===== src/rtl/oldland_timer.sv =====
// Memory-mapped countdown timer with an 8-bit prescaler, one-shot/periodic modes
// and a level interrupt, attached to the single-cycle-ack CPU data bus.
module oldland_timer #(
   parameter logic [31:0] BASE_ADDR = 32'h8000_3000
) (
   input  logic        clk,
   input  logic        rst_n,
   input  logic [31:0] d_addr,
   input  logic [3:0]  d_bytesel,
   input  logic        d_wr_en,
   input  logic [31:0] d_wr_val,
   input  logic        d_access,
   output logic [31:0] d_data,
   output logic        d_ack,
   output logic        d_error,
   output logic        irq
);

   // Bus handshake: the CPU holds d_access until it sees d_ack or d_error. A selected
   // access seen in IDLE completes on the following cycle (RESP) with exactly one
   // strobe; d_access is ignored during RESP, so accesses complete at most every
   // second cycle.
   typedef enum logic {IDLE = 1'b0, RESP = 1'b1} state_t;
   state_t state, state_nxt;

   logic [31:0] count, count_nxt;
   logic [31:0] reload, reload_nxt;
   logic        enable, enable_nxt;
   logic        periodic, periodic_nxt;
   logic        irq_en, irq_en_nxt;
   logic [7:0]  prescale, prescale_nxt;
   logic        expired, expired_nxt;
   logic [7:0]  presc, presc_nxt;

   logic [31:0] rd_val;
   logic [31:0] d_data_nxt;
   logic        d_ack_nxt, d_error_nxt, irq_nxt;

   logic        selected, start, full_word, bad_access;
   logic        reload_wr, control_wr, status_wr;
   logic        tick, expire;
   logic [1:0]  reg_idx;
   logic        addr_unused;

   assign addr_unused = ^d_addr[1:0];
   assign selected    = d_access && (d_addr[31:4] == BASE_ADDR[31:4]);
   assign reg_idx     = d_addr[3:2];
   assign full_word   = (d_bytesel == 4'b1111);
   assign start       = (state == IDLE) && selected;
   assign bad_access  = start && (!full_word || (d_wr_en && reg_idx == 2'd0));
   assign reload_wr   = start && full_word && d_wr_en && (reg_idx == 2'd1);
   assign control_wr  = start && full_word && d_wr_en && (reg_idx == 2'd2);
   assign status_wr   = start && full_word && d_wr_en && (reg_idx == 2'd3);
   assign tick        = enable && (presc == prescale);
   assign expire      = tick && (count == 32'd0);

   always_comb begin
      state_nxt = state;
      case (state)
         IDLE:    if (selected) state_nxt = RESP;
         RESP:    state_nxt = IDLE;
         default: state_nxt = IDLE;
      endcase
   end

   always_comb begin
      rd_val = 32'd0;
      case (reg_idx)
         2'd0: rd_val = count;
         2'd1: rd_val = reload;
         2'd2: rd_val = {16'd0, prescale, 5'd0, irq_en, periodic, enable};
         2'd3: rd_val = {31'd0, expired};
         default: rd_val = 32'd0;
      endcase
   end

   always_comb begin
      count_nxt    = count;
      reload_nxt   = reload;
      enable_nxt   = enable;
      periodic_nxt = periodic;
      irq_en_nxt   = irq_en;
      prescale_nxt = prescale;

      if (tick) begin
         if (count != 32'd0)
            count_nxt = count - 32'd1;
         else if (periodic)
            count_nxt = reload;
         else
            enable_nxt = 1'b0;
      end

      if (reload_wr)
         reload_nxt = d_wr_val;

      // A CONTROL write lands after the timer update so the written bits win.
      if (control_wr) begin
         enable_nxt   = d_wr_val[0];
         periodic_nxt = d_wr_val[1];
         irq_en_nxt   = d_wr_val[2];
         prescale_nxt = d_wr_val[15:8];
         if (!enable && d_wr_val[0])
            count_nxt = reload;
      end

      expired_nxt = expire || (expired && !(status_wr && d_wr_val[0]));

      if (!enable || control_wr || tick)
         presc_nxt = 8'd0;
      else
         presc_nxt = presc + 8'd1;

      irq_nxt     = expired_nxt && irq_en_nxt;
      d_ack_nxt   = start && !bad_access;
      d_error_nxt = bad_access;
      d_data_nxt  = (start && !bad_access && !d_wr_en) ? rd_val : 32'd0;
   end

   always_ff @(posedge clk) begin
      if (!rst_n) begin
         state    <= IDLE;
         count    <= 32'd0;
         reload   <= 32'd0;
         enable   <= 1'b0;
         periodic <= 1'b0;
         irq_en   <= 1'b0;
         prescale <= 8'd0;
         expired  <= 1'b0;
         presc    <= 8'd0;
         d_ack    <= 1'b0;
         d_error  <= 1'b0;
         d_data   <= 32'd0;
         irq      <= 1'b0;
      end else begin
         state    <= state_nxt;
         count    <= count_nxt;
         reload   <= reload_nxt;
         enable   <= enable_nxt;
         periodic <= periodic_nxt;
         irq_en   <= irq_en_nxt;
         prescale <= prescale_nxt;
         expired  <= expired_nxt;
         presc    <= presc_nxt;
         d_ack    <= d_ack_nxt;
         d_error  <= d_error_nxt;
         d_data   <= d_data_nxt;
         irq      <= irq_nxt;
      end
   end

endmodule

===== config.mk =====
export PLATFORM = sky130hd
export DESIGN_NAME = oldland_timer
export DESIGN_NICKNAME = d
export VERILOG_FILES = /design/src/rtl/oldland_timer.sv
export SDC_FILE = /design/constraint.sdc
export NUM_CORES = 1
export LEC_CHECK = 0
export CAP_MARGIN = 20
export CORE_UTILIZATION = 52
export CTS_BUF_LIST = sky130_fd_sc_hd__clkbuf_8
export DETAILED_ROUTE_END_ITERATION = 8
export PLACE_DENSITY = 0.83
export SLEW_MARGIN = 20
export SYNTH_ARGS = -nofsm -noshare
export SYNTH_HDL_FRONTEND = slang
export SYNTH_SLANG_ARGS = --single-unit

===== constraint.sdc =====
create_clock -name clk -period 3.25 [get_ports clk]
set_clock_uncertainty 0.1 [all_clocks]
set_input_delay 0.65 -clock clk [delete_from_list [all_inputs] [get_ports clk]]
set_output_delay 0.65 -clock clk [all_outputs]
set_load 0.02 [all_outputs]

==> impl_results.md, run 1 <==
- Run status: completed
- Clock Tree Root: clkbuf_8
- Final min period: 2900 ps
- Max-capacitance violation count: 0
- Setup-failing EPs final: 0
- RSZ-0062 raised after global routing: false
- # nets final: 916
- Share of cells above drive strength 1: 10.4%
- M2 GR Usage: 52.8%
- Switch Pwr: about 0.65 mW
- Met1 usage: approximately 42%
- # resized after CTS: 0
- Main synth FF type: dfxtp_1
- Post-synth top cells: dfxtp_1 (120), nand2_1 (98), nor2_1 (74)
- ANT cells: 0
- Arr. time, crit path: around 3200 ps
- Sequential power share: around 50%
- Fill cell count: between 900 and 1,000
- Total CTS buffers: 17
- Met3 Use GR: 8.11%
- DR vias: 6,036
- Top-area cell type share of the netlist area: around two fifths
- Number of post-CTS setup repair buffers: 0
- Max VDD drop: around 0.44 mV
- TritonCTS clock tree: built
- Placer congestion estimate: roughly 0.94
- Cell Int Power: roughly 2.3 mW
- WL/cell: slightly below 20 µm
- CP cell instances: inv_1, ha_1, nor4b_1, and4_1, nand4_1, o21ai_1, nand3_1, o211ai_1
- Die X: between 100 and 150 µm
- Initial antenna violation count: 0
- Pwr Density: 381 nW/µm²
- Worst Path Required: approximately 3500 ps
- Seq/Total Area, Yosys: a little under 40%
- Critical Path End: count[8]
- Slowest library cell on the worst path: o21ai_1
- FF-to-FF End: count[8]
- Post-Syn Instances: 731
- Clock latency at the later pin of the worst-skew pair: between 400 and 500 ps
- EDFF count, synth: 0
- CTS Hold Bufs: 0
- First-pass iteration count of the detailed router: 5
- Core Area: approximately 11,000 µm²
- Crit Path Max Fanout: 7
- Yosys cell types: 69
- # H-tree levels: 4
- Combinational power share: under 10%
- Final period util: between 80% and 90%
- Max-slew headroom: 36.0%
- Setup TNS: 0 ps
- Crit path launch type: flop
- Measured slew at the worst slew-check pin: about 950 ps
- Min-Delay Path Class: reg -> reg
- Tot GR Track Use: 33.2%
- Largest net degree at the start of global routing: 38
- Worst R2R Path Depth: 8
- Die ar.: 12,100 µm²
- Synth Register Bits: 120
- Total power: between 2 and 3 mW
- Hold Vio Cnt, Final: 0
- Clk slew on worst S/H paths: around 80 ps
- Fin. max-slew vios: 0
- Number of sinks on the clock net: 120
- Switching share of total power: between 20% and 30%
- Buffers added on ports: about 100
- Post-synthesis net count: between 800 and 900
- Yosys warns: 0
- Ports: 107
- Die Span Y: approximately 110 µm
- CTS Buffer Depth: 2
- Synth top area cells: dfxtp_1 (40%), mux2i_1 (6.3%), nand2_1 (6.1%), a21boi_0 (5.2%), nor2_1 (4.6%)
- DP HPWL: approximately 14 mm
- Clock power frac: between 40% and 50%
- Slowest stage delay, CP: 810 ps
- Leak Pwr: 2.81 nW
- GRT busiest layer: met2
- FP Rows: 39
- Crit. End Element: flop
- Syn avg cell area: roughly 8.3 µm²
- Initial DRC count: between 500 and 600
- DR DRC count: 0
- Vias per cell: between 6 and 7
- Layout area overhead: 27.3%
- Vias in the first global route: roughly 5,700
- Critical path startpoint: count[0]
- Synth area leader: dfxtp_1
- WL final: approximately 19 mm
- Most frequent cell after synthesis: dfxtp_1
- DRT antenna net count: 0
- Grt total ovfl: 0
- Synthesized area: 6080 µm²
- Worst reg2reg startpoint: count[0]
- Crit path kind: reg -> reg
- Initial core utilization: between 50% and 60%
- First-pass GRT wire length: just under 30 mm
- FF-to-FF setup slack: roughly 350 ps
- Asr flop ratio synth: 0%
- Fmax: 345 MHz
==> layout by cell type, fill, tap and decap left out, types with 6 or more instances in the layout <==
cell             synthesis  final
a211oi_1                 8      8
a21boi_0                42     42
a21oi_1                 28     28
a31oi_1                 14     14
and3_1                   8      8
and4_1                   6      6
buf_4                    0     36
clkbuf_8                 0     20
clkdlybuf4s50_1          0    102
clkinv_2                 0      7
dfxtp_1                120    120
mux2i_1                 38     38
nand2_1                 98     98
nand3_1                 34     34
nand4_1                 20     20
nor2_1                  74     74
nor2b_1                  6      6
nor3_1                  20     20
nor4_1                  13     13
o211ai_1                 8      8
o21ai_0                 28     28
o21ai_1                  6      6
o31ai_1                  7      7
or3_1                   12     12
xnor2_1                 10     10
==> logic make-up (layout without fill, tap and decap cells) <==
kind of cell | Yosys count | in the layout | synth area share (%)
buffers and inverters | 54 | 175 | 3.58
XOR/XNOR | 14 | 14 | 2.02
multiplexers | 40 | 40 | 6.81
adder cells (fa/ha/maj) | 3 | 3 | 0.618
flip-flops | 120 | 120 | 39.5
AO/OA/AOI/OAI | 172 | 172 | 19.2
AND/OR/NAND/NOR | 328 | 328 | 28.3
==> layer usage <==
layer | share of wire (%) | routed length, µm
met5 | 0 | 0
met4 | 3.1 | 590
met3 | 7.6 | 1460
met2 | 46 | 8900
met1 | 43 | 8200
==> power by group through the flow <==
stage	logic (mW)	clock network [mW]	registers [mW]
after floorplan	0.0527	0	1.50
after global placement	0.155	0	1.50
after detailed placement	0.157	0	1.50
after CTS	0.158	1.33	1.47
after global routing	0.169	1.40	1.47
final	0.160	1.31	1.47
==> critical path, delay by kind of cell, from the launching register on <==
kind | cells | cell delay, ps
flip-flops | 1 | 350
adder cells (fa/ha/maj) | 1 | 190
AND/OR/NAND/NOR | 4 | 1100
AO/OA/AOI/OAI | 2 | 940
buffers and inverters | 1 | 140
==> metrics by stage <==
stage | area, µm² | utilization [%] | instances | hold slack [ps] | setup WS, ps
2_1_floorplan | 6080 | - | 731 | 337 | 805
3_3_place_gp | 7360 | 64.4 | 965 | 354 | 154
3_5_place_dp | 7360 | 64.4 | 965 | 367 | 67.1
4_1_cts | 7740 | 67.8 | 995 | 386 | 429
5_1_grt | 7740 | 67.8 | 995 | 404 | 318
6_report | 7740 | 67.8 | 995 | 383 | 349
==> worst min path at each step <==
stage                          start   endpoint  slack (ps)  cells past startpoint
after floorplan             presc[0]   presc[0]         340                      1
after global placement    reload[13]  count[13]         350                      2
after detailed placement  reload[13]  count[13]         370                      2
after CTS                 reload[13]  count[13]         390                      2
after global routing      reload[13]  count[13]         400                      2
final                      reload[6]  reload[6]         380                      2
==> sequential cells by signal, indices dropped and copies added (netlist names), 8 cells and up <==
signal    count
presc         8
reload       32
prescale      8
count        32
d_data       32
==> cell type report <==
| type | count | area (µm²) | area share [%] |
|---|---|---|---|
| clock buffer | 20 | 275 | 3.56 |
| sequential | 120 | 2400 | 31.1 |
| multi-input combinational | 557 | 3460 | 44.7 |
| timing repair buffer | 140 | 1300 | 16.8 |
| clock inverter | 10 | 103 | 1.33 |
| tap | 143 | 179 | 2.31 |
| inverter | 5 | 18.8 | 0.243 |
(Power assumes the default switching activity.)
==> inputs of run 2 (changes only) <==
--- a/config.mk
+++ b/config.mk
@@ -6,10 +6,10 @@
 export NUM_CORES = 1
 export LEC_CHECK = 0
 export CAP_MARGIN = 20
-export CORE_UTILIZATION = 52
+export CORE_UTILIZATION = 40
 export CTS_BUF_LIST = sky130_fd_sc_hd__clkbuf_8
 export DETAILED_ROUTE_END_ITERATION = 8
-export PLACE_DENSITY = 0.83
+export PLACE_DENSITY = 0.67
 export SLEW_MARGIN = 20
 export SYNTH_ARGS = -nofsm -noshare
 export SYNTH_HDL_FRONTEND = slang
==> run 2 against run 1 <==
  * The flow now finishes with violations (design-rule violations)
  * Critical path depth increased by 2
  * Routed wire length increased by 2.3%
  * Clock power increased by 18%
  * Critical path type unchanged
==> impl_results.md, run 2 (synthesis results as in run 1) <==
- Run status: finished, violations left
- Failing checks: design-rule violations
- WL/cell: around 19 µm
- Slowest library cell on the worst path: nand4_1
- CP Buf/Inv Count: 3
- RSZ-0062 raised after global routing: false
- Final Hold Slack: 368 ps
- Vias per cell: approximately 5.8
- Arr. time, crit path: between 3000 and 4000 ps
- Core Area: 14,700 µm²
- Max VDD drop: between 0.2 and 0.3 mV
- DR vias: around 6,000
- CP cell instances: inv_1, ha_1, nor4b_1, nand4_1, buf_4, nor4_4, buf_4, a21o_1, a31oi_1, a32o_1
- FP Rows: 44
- Min-Delay Path Class: reg -> reg
- Min-Delay Startpoint: reload[13]
- # resized after CTS: 0
- Max-slew headroom: roughly two fifths
- Final period util: approximately nine tenths
- Grt total ovfl: 0
- Most frequent cells in the layout: dfxtp_1 (120), clkdlybuf4s50_1 (102), nand2_1 (98), nor2_1 (74), a21boi_0 (42)
- Pwr Density: roughly 400 nW/µm²
- Ports: about 110
- Share of cells above drive strength 1: roughly a tenth
- Initial DRC count: 494
- Clock latency at the later pin of the worst-skew pair: 450 ps
- Regs by FF count: count (32), d_data (32), reload (32)
- Placed Cells: a little over 1,000
- Crit path launch type: flop
- ANT cells: 0
- Crit-path leading delay family: simple AND/OR/NAND/NOR gates
- Die ar.: roughly 16,000 µm²
- Final cell count without fillers: 1,038
- Slowest stage delay, CP: 400 ps
- Die Span Y: approximately 130 µm
- Vias in the first global route: 5,826
- Buffers added on ports: approximately 100
- Crit path kind: reg -> reg
- Worst reg2reg startpoint: count[0]
- CTS Buffer Depth: 2
- Hold Vio Cnt, Final: 0
- First-pass GRT wire length: 31.1 mm
- Max-capacitance violation count: 0
- Worst Path Required: roughly 3500 ps
- FF-to-FF setup slack: 370 ps
- Total CTS buffers: 17
- Layout area overhead: 29.8%
- Number of post-CTS setup repair buffers: 0
- Crit Path Max Fanout: 7
- Initial antenna violation count: 0
- Worst R2R Path Depth: 10
- Clock Tree Root: clkbuf_8
- CTS Hold Bufs: 0
- DP HPWL: roughly 14 mm
- Final min period: between 2000 and 3000 ps
- First-pass iteration count of the detailed router: 8
- TritonCTS clock tree: built
- Initial core utilization: around two fifths
- Largest net degree at the start of global routing: between 40 and 50
- Clk slew on worst S/H paths: ~70 ps
- # nets final: approximately 900
- # H-tree levels: 4
- Most common cell after layout, fill and taps aside: dfxtp_1
- Leak Pwr: 2.85 nW
- Setup-failing EPs final: 0
- DR DRC count: 5
- WL final: around 20 mm
- Crit. End Element: flop
- WHS Path Cells: 2
- DRT antenna net count: 0
- WHS Endpoint: count[13]
- Crit-path most repeated cell: buf_4
- Setup TNS: 0 ps
- FF-to-FF End: count[3]
- Tot GR Track Use: between 20% and 30%
- Number of sinks on the clock net: 120
- Measured slew at the worst slew-check pin: about 870 ps
- Placer congestion estimate: 0.923
- Fmax: 348 MHz
- Fin. max-slew vios: 0
- Die X: roughly 130 µm
[run 2: cell count changes in the layout (fill, tap and decap cells not counted), sizes merged]
cell	delta
buf	+1
clkinv	-5
inv	+1
bufinv	+2
clkbuf	+3
[run 2: worst min-delay path, delay by kind of cell, from the launching register on]
| kind | cells | cell delay (ps) |
|---|---|---|
| flops | 1 | 320 |
| compound gates | 1 | 50 |
| simple gates | 1 | 50 |
[run 2: per-layer routing]
layer  part of all wire, %  up-vias  wire length (µm)  GRT usage, %
met5                     0        -                 0             0
met4                   3.1        0               603          12.3
met3                   5.3       54              1030          4.92
met2                    46      193              9040          41.0
met1                    46     2848              8920          32.8
li1                      -     2882                 -             -
[run 2: cell type report]
class / instances / area, µm²
Fill cell: 1397 / 6810
Inverter: 5 / 18.8
Tap cell: 184 / 230
Clock buffer: 23 / 317
Multi-Input combinational cell: 557 / 3460
Timing Repair Buffer: 141 / 1320
Sequential cell: 120 / 2400
Clock inverter: 8 / 141
[run 2: worst max path at each step]
stage,slack [ps],start,endpoint,cells past startpoint
2_1_floorplan,810,d_addr[3],count[8],8
3_3_place_gp,160,d_addr[31],d_data[4],7
3_5_place_dp,90,d_addr[13],d_data[7],7
4_1_cts,400,count[0],count[3],10
5_1_grt,130,count[0],count[24],9
6_report,370,count[0],count[3],10
[run 2: per-stage QoR]
step	power, mW	worst slack, ps	utilization [%]	instance area, µm²
6_report	3.17	373	53.7	7890
5_1_grt	3.28	132	53.7	7890
4_1_cts	3.21	397	53.7	7890
3_5_place_dp	1.66	92.1	50.5	7430
3_3_place_gp	1.66	162	50.5	7430
2_1_floorplan	1.56	805	-	6080
[run 2: power by group]
part	internal [mW]	switching, mW	leakage (nW)	total (mW)
logic	0.0974	0.0587	1.65	0.156
registers	1.47	0.0000000000479	0.966	1.47
clock network	0.950	0.596	0.235	1.55
total	2.52	0.655	2.85	3.17
==> inputs of run 3 (changes only) <==
--- a/config.mk
+++ b/config.mk
@@ -10,7 +10,7 @@
 export CTS_BUF_LIST = sky130_fd_sc_hd__clkbuf_8
 export DETAILED_ROUTE_END_ITERATION = 8
 export PLACE_DENSITY = 0.67
-export SLEW_MARGIN = 20
+export SKIP_CTS_REPAIR_TIMING = 1
 export SYNTH_ARGS = -nofsm -noshare
 export SYNTH_HDL_FRONTEND = slang
 export SYNTH_SLANG_ARGS = --single-unit
==> results of run 3 <==
The final DEF is identical to that of run 2; final timing and power are the same.
